==> src/rtl/m_series_sync.sv <==
// Chip-rate synchroniser for the x^5+x^2+1 m-sequence: fills, verifies, then flywheels a local replica.
// Optional macro M_SERIES_SYNC_STATS_EN adds a saturating err_total counter of chip errors seen in LOCK.
module m_series_sync #(
  parameter int VERIFY_LEN  = 31,
  parameter int LOSS_THRESH = 4
) (
  input  logic        clk_1m,
  input  logic        rst,
  input  logic        chip_in,
  input  logic        chip_valid,
  output logic        locked,
  output logic        chip_ref,
  output logic        ref_valid,
  output logic        chip_err,
  output logic        despread
`ifdef M_SERIES_SYNC_STATS_EN
  ,
  output logic [15:0] err_total
`endif
);

  localparam logic [7:0] VLEN = 8'(VERIFY_LEN);
  localparam logic [3:0] LTHR = 4'(LOSS_THRESH);

  typedef enum logic [1:0] {FILL, VERIFY, LOCK} state_t;

  state_t     state, state_next;
  logic [4:0] hist, hist_next;
  logic [2:0] fill_cnt, fill_cnt_next;
  logic [7:0] match_cnt, match_cnt_next;
  logic [3:0] miss_cnt, miss_cnt_next;
  logic       pred;
  logic       ref_bit;
  logic       err_bit;

  // b(n) = b(n-2) xor b(n-5), with hist[0] the newest chip
  assign pred   = hist[1] ^ hist[4];
  assign locked = (state == LOCK);

  always_comb begin
    state_next     = state;
    hist_next      = hist;
    fill_cnt_next  = fill_cnt;
    match_cnt_next = match_cnt;
    miss_cnt_next  = miss_cnt;
    ref_bit        = chip_in;
    err_bit        = 1'b0;
    if (chip_valid) begin
      case (state)
        FILL: begin
          hist_next = {hist[3:0], chip_in};
          if (fill_cnt == 3'd4) begin
            state_next     = VERIFY;
            fill_cnt_next  = 3'd0;
            match_cnt_next = 8'd0;
          end else begin
            fill_cnt_next = fill_cnt + 3'd1;
          end
        end
        VERIFY: begin
          ref_bit   = pred;
          err_bit   = chip_in ^ pred;
          hist_next = {hist[3:0], chip_in};
          match_cnt_next = err_bit ? 8'd0 : match_cnt + 8'd1;
          // An all-zero history is the lock-up state of the LFSR; start over.
          if (hist_next == 5'b00000) begin
            state_next    = FILL;
            fill_cnt_next = 3'd0;
          end else if (!err_bit && match_cnt_next == VLEN) begin
            state_next    = LOCK;
            miss_cnt_next = 4'd0;
          end
        end
        LOCK: begin
          ref_bit   = pred;
          err_bit   = chip_in ^ pred;
          hist_next = {hist[3:0], pred};
          if (err_bit) begin
            miss_cnt_next = miss_cnt + 4'd1;
          end else if (miss_cnt != 4'd0) begin
            miss_cnt_next = miss_cnt - 4'd1;
          end
          if (err_bit && miss_cnt_next == LTHR) begin
            state_next    = FILL;
            fill_cnt_next = 3'd0;
          end
        end
        default: begin
          state_next    = FILL;
          fill_cnt_next = 3'd0;
        end
      endcase
    end
  end

  always_ff @(posedge clk_1m or posedge rst) begin
    if (rst) begin
      state     <= FILL;
      hist      <= 5'b00000;
      fill_cnt  <= 3'd0;
      match_cnt <= 8'd0;
      miss_cnt  <= 4'd0;
      chip_ref  <= 1'b0;
      ref_valid <= 1'b0;
      chip_err  <= 1'b0;
      despread  <= 1'b0;
    end else begin
      state     <= state_next;
      hist      <= hist_next;
      fill_cnt  <= fill_cnt_next;
      match_cnt <= match_cnt_next;
      miss_cnt  <= miss_cnt_next;
      ref_valid <= chip_valid;
      if (chip_valid) begin
        chip_ref <= ref_bit;
        chip_err <= err_bit;
        despread <= chip_in ^ ref_bit;
      end
    end
  end

`ifdef M_SERIES_SYNC_STATS_EN
  always_ff @(posedge clk_1m or posedge rst) begin
    if (rst) begin
      err_total <= 16'd0;
    end else if (chip_valid && state == LOCK && err_bit && err_total != 16'hFFFF) begin
      err_total <= err_total + 16'd1;
    end
  end
`endif

endmodule

==> config.mk <==
export PLATFORM = sky130hd
export DESIGN_NAME = m_series_sync
export DESIGN_NICKNAME = d
export VERILOG_FILES = /design/src/rtl/m_series_sync.sv
export SDC_FILE = /design/constraint.sdc
export NUM_CORES = 1
export LEC_CHECK = 0
export BUFFER_PORTS_ARGS = -buffer_cell sky130_fd_sc_hd__buf_2
export CAP_MARGIN = 20
export CORE_MARGIN = 2
export CORE_UTILIZATION = 60
export CTS_CLUSTER_DIAMETER = 200
export DETAILED_ROUTE_END_ITERATION = 7
export MAX_ROUTING_LAYER = met4
export PLACE_DENSITY = 0.8
export SETUP_SLACK_MARGIN = 0.15
export SYNTH_ARGS = -nofsm -noshare
export SYNTH_HDL_FRONTEND = slang
export SYNTH_SLANG_ARGS = --single-unit
==> constraint.sdc <==
create_clock -name clk_1m -period 2.97 [get_ports clk_1m]
set_input_delay 0.594 -clock clk_1m [delete_from_list [all_inputs] [get_ports clk_1m]]
set_output_delay 0.594 -clock clk_1m [all_outputs]
set_load 0.01 [all_outputs]
==> impl_metrics.json <==
{
  "pin_count": 9,
  "final_core_util_pct": 69.47,
  "worst-path-max-fanout": 14,
  "synth_area_leaders": "dfrtp_1, ha_1, o21ai_0",
  "grt_pass1_vias": 1200,
  "p_seq_share_pct": 39.6,
  "cts_post_setup_buffers_inserted": 0,
  "wl_per_cell_microns": 15.36,
  "timing.fmax_mhz": 397.1,
  "cts.sink_count": 26,
  "crit_type": "reg -> reg",
  "end_kind": "flip-flop",
  "grt_pass1_wl_microns": 5513,
  "setup_viol": 0,
  "avgSynthCellArea_sq_um": 9.231,
  "cts_made_buffers": 3,
  "postRouteAntennaNets": 0,
  "hold_viol_final": 0,
  "nFillCells": 194,
  "syn_to_final_growth_pct": 9.378,
  "vias_per_cell": 6.061,
  "cts.clk_slew.worst_paths_ns": 0.15,
  "yosysWarnings": 0,
  "drive_gt1_share_pct": 13.11,
  "port_buffers": 8,
  "ys_seq_area_share_pct": 40.98,
  "clk_path_buf_depth": 2,
  "cp_data_arrival_time_ns": 2.74,
  "slew_headroom_pct": 65.11,
  "synthTopCellsByCount": "dfrtp_1, nand2_1, o21ai_0, inv_1",
  "grt_overflow": 0,
  "clock_tree.root_cell": "clkbuf_4",
  "initial_utilization_pct": 63.51,
  "synth_enable_flop_cells": 0,
  "switching_share_pct": 38.31,
  "fin_nets": 197,
  "switchingPower_mw": 0.4784,
  "die-area_sq_um": 3074,
  "hold_buffers": 0,
  "yosys.area.top_type": "dfrtp_1",
  "combPwrFrac_pct": 40.8,
  "firstDrtPassIters": 4,
  "place_hpwl_microns": 2379,
  "power_frac_clock_pct": 19.6,
  "route.detailed.drc": 0,
  "rsz0062_at_grt": "no",
  "finalMaxSlewViolations": 0,
  "worst-endpoint-required_ns": 3.19,
  "die_w_microns": 55.44,
  "synth_top_cell_area_share_pct": 40.98,
  "slowest_delay_ns": 0.68,
  "netlist_instances": 172,
  "yosysMostFrequentCell": "dfrtp_1",
  "drt_iter0_drc": 24,
  "num_vias": 1291,
  "critical_path.top_delay_family": "compound AO/OA/AOI/OAI gates",
  "h-tree-depth": 1,
  "grt_max_degree": 27,
  "p_total_mw": 1.249,
  "synth.distinct_cells": 41,
  "post-route-period-util_pct": 84.79,
  "p_int_mw": 0.7702,
  "fin_setup_tns_ns": 0,
  "r2r_cells": 6,
  "totalWireLength_microns": 3271,
  "synth-seq-cells": 26,
  "grt_usage_pct": 22.76,
  "cp_num_cells": 6,
  "crit_start": "hist[1]",
  "gp_congestion": 0.9124,
  "hp-class": "in -> async",
  "tightest_slew_ns": 0.5189,
  "critical_path_buf_inv_count": 0,
  "worstSkewPairLatency_ns": 0.33,
  "crit_chain": "xor3_1 -> nand2_1 -> o31ai_1 -> nand3_1 -> o21ai_0 -> o31ai_1",
  "p_leak_nw": 0.7619,
  "cpMostUsedCell": "o31ai_1",
  "post_cts_resized": 0,
  "r2r_slack_ns": 0.45,
  "max-cap-violations": 0,
  "syn_nets": 185,
  "coreArea_sq_um": 2500,
  "regToRegStartpoint": "hist[1]",
  "start_kind": "flip-flop",
  "crit_end": "fill_cnt[2]",
  "slowest_stage": "xor3_1",
  "async_reset_ff_share_pct": 100.0,
  "status": "complete, no violations",
  "cts_tree": "yes",
  "antenna_found_initial": 0,
  "ys.flop_type": "dfrtp_1",
  "netlist_area_sq_um": 1588,
  "placementRows": 18,
  "die_y_microns": 55.44,
  "min_period_ns": 2.518,
  "p_per_area_nw_per_um2": 719.0,
  "timing.rr.end": "fill_cnt[2]",
  "skew_ns": 0.01312,
  "antenna_cells": 0,
  "peakVddDrop_uv": 567.2
}
## how the worst min path moves through the flow
| stage | start | to | slack, ns | cells past startpoint |
|---|---|---|---|---|
| 2_1_floorplan | fill_cnt[2] | fill_cnt[2] | 0.44 | 1 |
| 3_3_place_gp | fill_cnt[2] | fill_cnt[2] | 0.46 | 1 |
| 3_5_place_dp | fill_cnt[2] | fill_cnt[2] | 0.47 | 1 |
| 4_1_cts | chip_valid | ref_valid | 0.46 | 1 |
| 5_1_grt | rst | despread | 0.09 | 2 |
| 6_report | rst | despread | 0.11 | 2 |
## kinds of logic after synthesis
group,Yosys count,share of synthesized area (%)
xor gates and xnor gates,4,3.152
AOI/OAI and AO/OA,47,19.31
muxes,7,4.885
DFF,26,40.98
adders and majority gates,9,7.092
buffers and inverters,16,3.861
and+or+nand+nor,63,20.73
## placed cells by master (no fill, tap or decap), types with 2 or more instances in the layout
cell,instances
nand2_1,25
a211oi_1,2
or4_1,2
buf_2,8
o31ai_1,6
nand4_1,3
o211ai_1,2
xnor2_1,2
o21ai_1,2
o21ai_0,21
dfrtp_1,26
nor2_1,9
nand3_1,8
a22o_1,2
ha_1,9
a21oi_1,4
mux2_2,6
or2_4,2
nor3_1,3
inv_1,14
nand2b_1,3
clkbuf_4,3
## stage by stage
step | instance area [sq um] | setup WS [ns] | hold WS, ns | cells
after global placement | 1657 | 0.5668 | 0.4649 | 208
final | 1737 | 0.4517 | 0.1147 | 213
after floorplan | 1588 | 0.9037 | 0.4444 | 172
after CTS | 1709 | 0.5391 | 0.4603 | 212
after detailed placement | 1657 | 0.4653 | 0.4667 | 208
after global routing | 1737 | 0.2902 | 0.09325 | 213
## registers in the layout, summed over array words and instances, names as in the netlist
signal and count:
match_cnt 8, hist 5, miss_cnt 4, fill_cnt 3, state 2, chip_err 1
chip_ref 1, despread 1, ref_valid 1
## layout make-up
type | count | area [sq um] | share of cell area (%)
Timing Repair Buffer | 9 | 67.56 | 3.890
Sequential cell | 26 | 650.6 | 37.46
Tap cell | 30 | 37.54 | 2.161
Clock buffer | 3 | 22.52 | 1.297
Multi-Input combinational cell | 130 | 875.8 | 50.43
Clock inverter | 1 | 30.03 | 1.729
Inverter | 14 | 52.55 | 3.026
## layer usage
metal / wire (microns) / track usage, %
met5: 0 / -
met4: 29 / 5.923
met3: 113 / 3.279
met2: 1587 / 37.59
met1: 1540 / 29.46
## power groups by stage
stage                     Sequential [mW]  Clock [mW]  Combinational (mW)
after detailed placement            0.499           0               0.496
after CTS                           0.492       0.249               0.502
after global placement              0.492           0               0.465
final                               0.495       0.245               0.509
after global routing                0.503       0.262               0.583
after floorplan                     0.493           0               0.385
Power figures use the tool's default switching activity.
